==> src/rtl/muldiv_sequencer.sv <==
// muldiv_sequencer: launches the shared mult/div units and commits HI/LO.
// Also raises the div-by-zero and timeout exceptions for the control FSM.
module muldiv_sequencer #(
    parameter int TIMEOUT_CYCLES = 64,
    parameter int CNT_W          = 7
) (
    input  logic clk,
    input  logic reset,
    input  logic op_valid,
    input  logic op_kind,
    output logic op_ready,
    input  logic flush,
    output logic mult_start,
    input  logic mult_done,
    output logic div_start,
    input  logic div_done,
    input  logic div_by_zero,
    output logic hi_write,
    output logic lo_write,
    output logic hilo_sel,
    output logic busy,
    output logic hilo_stall,
    output logic op_done,
    output logic exc_div0,
    output logic exc_timeout
);

    typedef enum logic [2:0] {
        S_IDLE,
        S_LAUNCH,
        S_WAIT,
        S_COMMIT,
        S_DIV0,
        S_TOUT
    } state_t;

    localparam logic [CNT_W-1:0] CNT_LAST = CNT_W'(TIMEOUT_CYCLES - 1);
    localparam logic [CNT_W-1:0] CNT_ONE  = CNT_W'(1);

    state_t           state_q;
    state_t           state_n;
    logic [CNT_W-1:0] cnt_q;
    logic [CNT_W-1:0] cnt_n;
    logic             kind_q;
    logic             kind_n;
    logic             done_sel;

    // Only the unit that was launched may finish the operation.
    assign done_sel = kind_q ? div_done : mult_done;

    // State, wait counter and operation kind registers.
    always_ff @(posedge clk or negedge reset) begin
        if (!reset) begin
            state_q <= S_IDLE;
            cnt_q   <= '0;
            kind_q  <= 1'b0;
        end else begin
            state_q <= state_n;
            cnt_q   <= cnt_n;
            kind_q  <= kind_n;
        end
    end

    // Next-state logic; flush beats done and any pending request.
    always_comb begin
        state_n = state_q;
        cnt_n   = cnt_q;
        kind_n  = kind_q;
        unique case (state_q)
            S_IDLE: begin
                if (op_valid && !flush) begin
                    kind_n  = op_kind;
                    state_n = S_LAUNCH;
                end
            end
            S_LAUNCH: begin
                cnt_n = '0;
                if (flush) state_n = S_IDLE;
                else       state_n = S_WAIT;
            end
            S_WAIT: begin
                if (flush) begin
                    state_n = S_IDLE;
                end else if (done_sel) begin
                    if (kind_q && div_by_zero) state_n = S_DIV0;
                    else                       state_n = S_COMMIT;
                end else if (cnt_q == CNT_LAST) begin
                    state_n = S_TOUT;
                end else begin
                    cnt_n = cnt_q + CNT_ONE;
                end
            end
            S_COMMIT: state_n = S_IDLE;
            S_DIV0:   state_n = S_IDLE;
            S_TOUT:   state_n = S_IDLE;
            default:  state_n = S_IDLE;
        endcase
    end

    // Outputs decode registered state only, so no input reaches an output.
    always_comb begin
        op_ready    = 1'b0;
        mult_start  = 1'b0;
        div_start   = 1'b0;
        hi_write    = 1'b0;
        lo_write    = 1'b0;
        op_done     = 1'b0;
        exc_div0    = 1'b0;
        exc_timeout = 1'b0;
        unique case (state_q)
            S_IDLE:   op_ready = 1'b1;
            S_LAUNCH: begin
                mult_start = ~kind_q;
                div_start  = kind_q;
            end
            S_WAIT:   ;
            S_COMMIT: begin
                hi_write = 1'b1;
                lo_write = 1'b1;
                op_done  = 1'b1;
            end
            S_DIV0:   exc_div0    = 1'b1;
            S_TOUT:   exc_timeout = 1'b1;
            default:  ;
        endcase
    end

    assign busy       = (state_q != S_IDLE);
    assign hilo_stall = busy;
    assign hilo_sel   = kind_q;

endmodule
==> config.mk <==
export PLATFORM = sky130hd
export DESIGN_NAME = muldiv_sequencer
export DESIGN_NICKNAME = d
export VERILOG_FILES = /design/src/rtl/muldiv_sequencer.sv
export SDC_FILE = /design/constraint.sdc
export NUM_CORES = 1
export LEC_CHECK = 0
export CAP_MARGIN = 20
export CORE_MARGIN = 2
export CORE_UTILIZATION = 50
export CTS_BUF_LIST = sky130_fd_sc_hd__clkbuf_8
export DETAILED_ROUTE_END_ITERATION = 8
export PLACE_DENSITY = 0.93
export REMOVE_ABC_BUFFERS = 1
export SETUP_SLACK_MARGIN = 0.2
export SLEW_MARGIN = 40
export SYNTH_ARGS = -nofsm -noshare
export SYNTH_HDL_FRONTEND = slang
export SYNTH_SLANG_ARGS = --single-unit
==> constraint.sdc <==
create_clock -name clk -period 2.2 [get_ports clk]
set_clock_uncertainty 0.15 [all_clocks]
set_input_delay 0.44 -clock clk [delete_from_list [all_inputs] [get_ports clk]]
set_output_delay 0.44 -clock clk [all_outputs]
set_load 0.02 [all_outputs]
# After elaboration in Yosys (flattened, before gate mapping)
# Index checks and enable logic that the tools add are counted.
# totals
register_bits	11
latch_bits	0
ramBits	0
rom_bits	0
word_cells	43
memories	0
# op_classes
addsub	1
n_mul	0
n_div	0
n_lt_le_gt_ge	0
n_eq_ne	11
shift	0
mux	18
bitwise_logic	1
reduce_logical	9
# op_table
operator	n
7-bit 2-to-1 mux	3
3-bit 2-to-1 mux	5
7-bit case mux with 2 select lines	1
3-bit case mux with 3 select lines	1
2-bit != test (second input constant)	4
7-bit by 1-bit adder with 7-bit output (second input constant)	1
7-bit by 6-bit equality test with 1-bit output (second input constant)	1
1-bit 2-to-1 mux	7
3-bit by 2-bit equality test with 1-bit output (second input constant)	2
3-bit equality test (second input constant)	2
4-bit != test (second input constant)	1
2-bit AND reduction	2
4-bit AND reduction	1
3-bit by 1-bit equality test with 1-bit output (second input constant)	1
3-bit logical NOT	1
3-bit nonzero test	1
1-bit logical AND	2
2-bit 2-to-1 mux	1
2-bit nonzero test	1
1-bit logical NOT	1
1-bit NOT	1

# Depth between registers and ports, before layout
# Gate-level depths: netlist of the first run.
# depth
word_depth	5
mapped_depth	5

# Worst setup path after synthesis of the first run
# No wires, ideal clock.
# synth_timing
kind	reg2out
start	register state_q[1]
end	output mult_start
t_arrival_ns	1.241
setup_slack_ns	0.369
stages_incl_launch_ff	4
cell_sequence	dfrtp_1 -> buf_2 -> nor2b_1 -> nor3b_1
# synth_via
elab_chain_len	2
# synth_lines
element	line_no	rtl
start, declared	40	state_t state_q;
start signal, assigned	58	state_q <= state_n;
3-bit by 1-bit equality test with 1-bit output	110	unique case (state_q)
1-bit 2-to-1 mux	110	
end, declared	13	output logic mult_start,
# No other way between the ends.

# Worst setup path in the final report of the first run
# layout_timing
start	register state_q[1]
end	output lo_write
# layout_via
elab_chain_len	2
# layout_lines
element	line_no	rtl
3-bit by 2-bit equality test with 1-bit output	110	
1-bit 2-to-1 mux	110	
end, declared	19	output logic lo_write,
# No other way between the ends.

==> results.ini, run 1 <==
[drt]
ant_nets = 0
route.detailed.drc = 0
first_pass_iters = 3
wl_per_cell_um = 16.4
totalWireLength_mm = 1.89
num_vias = 699
first_iter_violations = 19
routed_via_density = 6.08

[synthesis]
synth_cell_types = 39
syn_avg_cell_area_um2 = 9.74
ys_ff_latch = 11
synth_cells = 79
ys_top_cells_by_area = dfrtp_1, o31ai_1, mux2_4
synth_edf_count = 0
synth_flop_cell = dfrtp_1
seq_area_frac_synth = 0.358
synth-async-reset-ratio = 1.00
yosys.area.top_type = dfrtp_1
synth_area_um2 = 769
yosysTopAreaCellShare = 0.358
ys_warn_count = 0

[worst_setup_path]
cp-start-kind = register
endpoint_kind = output port
r2r_slack_ns = 0.33
crit_arrival_ns = 1.38
reg2reg_from = cnt_q[0]$_DFFE_PN0P_
max_stage_delay_ns = 0.43
setup.worst_path.class = reg -> out
r2r_cells = 5
r2r-end = cnt_q[2]$_DFFE_PN0P_
cp.buffers_inverters = 2
worstPathRequired_ns = 1.61
crit_fanout = 5
cp_slowest_cell = dfrtp_1
path_cells = buf_4 > nand2_1 > nor2_1 > dlygate4sd2_1
cp_top_family = buffers and inverters

[place]
dpl_cell_area_um2 = 952
routabilityCongestion = 0.876
port_buffers = 18
dp_hpwl_mm = 1.41
dp_worst_setup_slack_ns = 0.116

[timing]
slew_viol_final = 0
fin_ws_ns = 0.235
tightestPinTransition_ns = 0.524
relSlewSlack = 0.650
finalCritPeriodShare = 0.893
hold_violations = 0
rsz0062_at_grt = yes
setup_viol = 0
fmax_ghz = 0.509
period_needed_ns = 1.97
fin_setup_tns_ns = 0

[layout]
post-route-util = 0.664
final_common_cell = dfrtp_1
layout_common_cells = dfrtp_1, clkdlybuf4s50_1, nand2_1, inv_1
area_growth_pct = 27.0
n_antenna_cell = 0
drive_gt1_frac = 0.242
nets = 109
stdcell_area_um2 = 977

[min_path]
min_to = cnt_q[5]$_DFFE_PN0P_
hp-start = cnt_q[5]$_DFFE_PN0P_
hold_depth = 1
hold_class = reg -> reg

[power_and_ir_drop]
finalPower_mw = 0.682
p_leak_nw = 0.441
ir_drop_mv = 0.660
powerDensity_nw_per_um2 = 698

[cts]
clockBufferDepth = 2
cts_made_buffers = 3
clock_latency_ns = 0.24
clkSinkCount = 11
htreeDepth = 1
path_clk_slew_ns = 0.05
root_buffer = clkbuf_8
cts_tree = yes

[floorplan]
start_util = 0.523
fp.dieW_um = 43.2
core_um2 = 1470
dieArea_um2 = 1870
rows = 14
die_h_um = 43.2
io_pins = 19

[global_routing]
grt_max_degree = 12
overflow = 0
grt_antenna_before_repair = 0
grt_pass1_wl_mm = 3.38
first_global_vias = 752
track_usage = 0.259

[run_status]
run_status = completed

[run]
cap_viol_max_count = 0

==> how the worst max path moves through the flow <==
| stage | from | endpoint | slack, ns | cells after the start |
|---|---|---|---|---|
| after global routing | state_q[1]$_DFFE_PN0P_ | hi_write | 0.16 | 4 |
| final | state_q[1]$_DFFE_PN0P_ | lo_write | 0.23 | 4 |
| after CTS | state_q[0]$_DFFE_PN0P_ | op_ready | 0.12 | 3 |
| after global placement | state_q[0]$_DFFE_PN0P_ | op_ready | 0.15 | 3 |
| after detailed placement | state_q[0]$_DFFE_PN0P_ | op_ready | 0.12 | 3 |
| after floorplan | state_q[1]$_DFFE_PN0P_ | hi_write | 0.28 | 2 |
==> state kept, by name, summed over array words and instances, names as in the netlist <==
signal and count:
cnt_q 7, state_q 3, hilo_sel 1
==> layout make-up <==
type / count / area [um^2]
multi-input combinational: 55 / 424
sequential: 11 / 277
clock buffer: 3 / 41.3
inverter: 6 / 22.5
timing repair buffer: 23 / 189
tap: 16 / 20.0
clock inverter: 1 / 3.75
fill: 119 / 494
==> kinds of logic after synthesis <==
| logic type | synth area share |
|---|---|
| compound gates | 0.202 |
| xor+xnor | 0.0114 |
| fa+ha+maj | 0.0163 |
| buf+inv | 0.101 |
| flops | 0.358 |
| mux | 0.0650 |
| simple gates | 0.247 |
==> per-stage QoR <==
step                std cells  hold WS, ns
finish                    115        0.368
global route              115        0.388
CTS                       115        0.359
detailed placement        111        0.351
global placement          111        0.338
floorplan                  72     -0.00559
==> cell usage after synthesis, types with 2 or more instances <==
library cell and instances:
a211oi_1 2, dfrtp_1 11, nand2_1 6, nor3b_1 2, o31a_1 3, inv_1 5
mux2_4 2, nor2b_1 2, o21ai_1 2, a21oi_1 3, mux2i_1 2, buf_4 3
buf_2 2, o31ai_1 5, nand3_1 3, o22ai_1 2, buf_6 2
==> power by group <==
part,internal (mW),leakage [nW],total (mW),switching (mW)
Combinational,0.111,0.265,0.235,0.125
Clock,0.122,0.0269,0.198,0.0756
Sequential,0.220,0.149,0.249,0.0290
Total,0.453,0.441,0.682,0.229
==> layer usage <==
layer	vias up	share of wire	GRT usage
met5	-	0	0
met4	0	0.047	0.236
met3	9	0.034	0.0596
met2	19	0.53	0.415
met1	338	0.38	0.275
li1	333	-	-
==> what timing repair did <==
action | CTS | global route
setup buffers | 0 | 0
setup endpoints to repair | 11 | 10
cloned | 0 | 0
resized for setup | 12 | 15
hold buffers | 0 | 0
(Power assumes the default switching activity.)
==> inputs of run 2 (changes only) <==
Settings changed: REMOVE_ABC_BUFFERS 1 to not set.
==> results.ini, run 2 (synthesized netlist as in run 1, its figures left out) <==
[cts]
cts_tree = yes
htreeDepth = 1  ; unchanged
cts_made_buffers = 3  ; unchanged
clock_latency_ns = 0.24  ; about the same
clkSinkCount = 11  ; unchanged
ctsHoldBuffers = 0  ; unchanged
root_buffer = clkbuf_8
path_clk_slew_ns = 0.05  ; about the same
clockBufferDepth = 2  ; unchanged

[worst_setup_path]
cp-endpoint = busy
reg2reg_from = cnt_q[0]$_DFFE_PN0P_
cp.buffers_inverters = 1  ; -1
endpoint_kind = output port
crit_fanout = 5  ; unchanged
startpoint = state_q[1]$_DFFE_PN0P_
r2r_cells = 5  ; unchanged
max_stage_delay_ns = 0.43  ; about the same
cp_slowest_cell = dfrtp_1
crit_arrival_ns = 1.37  ; about the same
r2r-end = cnt_q[0]$_DFFE_PN0P_
worstPathRequired_ns = 1.61  ; about the same
path_depth = 2  ; -2
cp_top_family = flip-flops
setup.worst_path.class = reg -> out
cp-start-kind = register
r2r_slack_ns = 0.40  ; +0.07 ns
path_cells = or3_4 > clkdlybuf4s15_1

[floorplan]
rows = 14  ; unchanged
die_h_um = 43.2  ; unchanged
start_util = 0.523  ; unchanged
fp.dieW_um = 43.2  ; unchanged
core_um2 = 1470  ; unchanged
io_pins = 19  ; unchanged
dieArea_um2 = 1870  ; unchanged

[layout]
n_antenna_cell = 0  ; unchanged
post-route-util = 0.665  ; +0.000850
layout_common_cells = dfrtp_1, clkdlybuf4s50_1, nand2_1, inv_1, dlygate4sd2_1
largest_reg_flops = 7  ; unchanged
drive_gt1_frac = 0.206  ; -0.0362
nets = 107  ; -1.8%
top_register = cnt_q
n_fill_cell = 123  ; +3.4%
area_growth_pct = 27.2
final_common_cell = dfrtp_1

[global_routing]
grt_max_degree = 12  ; unchanged
track_usage = 0.220  ; -0.0388
first_global_vias = 666  ; -11%
grt_antenna_before_repair = 0  ; unchanged
overflow = 0  ; unchanged
grt_pass1_wl_mm = 2.97  ; -12%

[timing]
tightestPinTransition_ns = 0.529  ; +0.00531 ns
slew_viol_final = 0  ; unchanged
setup_viol = 0  ; unchanged
hold_violations = 0  ; unchanged
fin_setup_tns_ns = 0  ; unchanged
rsz0062_at_grt = yes
relSlewSlack = 0.646  ; -0.00355
finalCritPeriodShare = 0.892  ; -0.00122
period_needed_ns = 1.96  ; -0.00269 ns
fmax_ghz = 0.510  ; +0.14%
whs_ns = 0.356  ; -0.0120 ns

[drt]
first_iter_violations = 12  ; -7
num_vias = 675  ; -3.4%
totalWireLength_mm = 1.72  ; -8.8%
ant_nets = 0  ; unchanged
wl_per_cell_um = 15.2  ; -7.1%
first_pass_iters = 4  ; +1
route.detailed.drc = 0  ; unchanged
routed_via_density = 5.97  ; -1.7%

[power_and_ir_drop]
switching_share = 0.335  ; -0.000494
p_clk_frac = 0.297  ; +0.007
powerDensity_nw_per_um2 = 698  ; about the same
finalPower_mw = 0.683  ; about the same
seq_power_share = 0.364  ; about the same
p_comb_frac = 0.340  ; -0.005
p_leak_nw = 0.443  ; +0.55%
p_switching_mw = 0.229  ; about the same
ir_drop_mv = 0.548  ; -17%
p_int_mw = 0.454  ; +0.14%

[place]
routabilityCongestion = 0.837  ; -4.4%
dp_hpwl_mm = 1.31  ; -6.6%
port_buffers = 18  ; unchanged

[synthesis]
synth_nets = 88

[run_status]
run_status = completed

[run]
cap_viol_max_count = 0  ; unchanged

[min_path]
hold_class = reg -> reg

[run 2: worst min-delay path by stage]
| stage | start | end | cells after the start |
|---|---|---|---|
| floorplan | reset | cnt_q[0]$_DFFE_PN0P_ | 0 |
| global placement | cnt_q[0]$_DFFE_PN0P_ | cnt_q[0]$_DFFE_PN0P_ | 1 |
| detailed placement | cnt_q[5]$_DFFE_PN0P_ | cnt_q[5]$_DFFE_PN0P_ | 1 |
| CTS | cnt_q[5]$_DFFE_PN0P_ | cnt_q[5]$_DFFE_PN0P_ | 1 |
| global route | cnt_q[5]$_DFFE_PN0P_ | cnt_q[5]$_DFFE_PN0P_ | 1 |
| finish | cnt_q[5]$_DFFE_PN0P_ | cnt_q[5]$_DFFE_PN0P_ | 1 |
[run 2: cell type report]
cell class	instances	area [um^2]	share of cell area
Multi-Input combinational cell	55	429	0.439
Sequential cell	11	277	0.283
Timing Repair Buffer	21	185	0.189
Clock buffer	3	41.3	0.0422
Inverter	6	22.5	0.0230
Tap cell	16	20.0	0.0205
Clock inverter	1	3.75	0.00384
[run 2: routing by layer]
| metal | global-route usage | wire [um] | vias to the layer above |
|---|---|---|---|
| met5 | 0 | 0 | - |
| met4 | 0.109 | 29 | 0 |
| met3 | 0.0511 | 94 | 2 |
| met2 | 0.376 | 900 | 23 |
| met1 | 0.253 | 696 | 322 |
| li1 | - | - | 328 |
[run 2: power by group through the flow]
stage / combinational [mW] / sequential (mW) / clock [mW]
6_report: 0.232 / 0.248 / 0.202
5_1_grt: 0.253 / 0.252 / 0.216
4_1_cts: 0.232 / 0.247 / 0.208
3_5_place_dp: 0.244 / 0.249 / 0
3_3_place_gp: 0.236 / 0.244 / 0
2_1_floorplan: 0.178 / 0.238 / 0
[run 2: worst reg2reg max path, cell delays in order (launching register included)]
cell and delay, ns:
dfrtp_1 0.41, ha_1 0.26, and4bb_1 0.22, a211o_1 0.35, a21oi_1 0.18, mux2i_1 0.10
[run 2: per-stage QoR]
| stage | area, um^2 | instances | setup WS (ns) |
|---|---|---|---|
| final | 978 | 113 | 0.238 |
| after global routing | 978 | 113 | 0.200 |
| after CTS | 976 | 113 | 0.0955 |
| after detailed placement | 937 | 109 | 0.00743 |
| after global placement | 937 | 109 | 0.164 |
| after floorplan | 769 | 79 | 0.369 |
[run 2: timing repair]
action | CTS | global route
setup endpoints to repair | 11 | 5
setup buffers | 0 | 0
gates resized for setup | 14 | 7
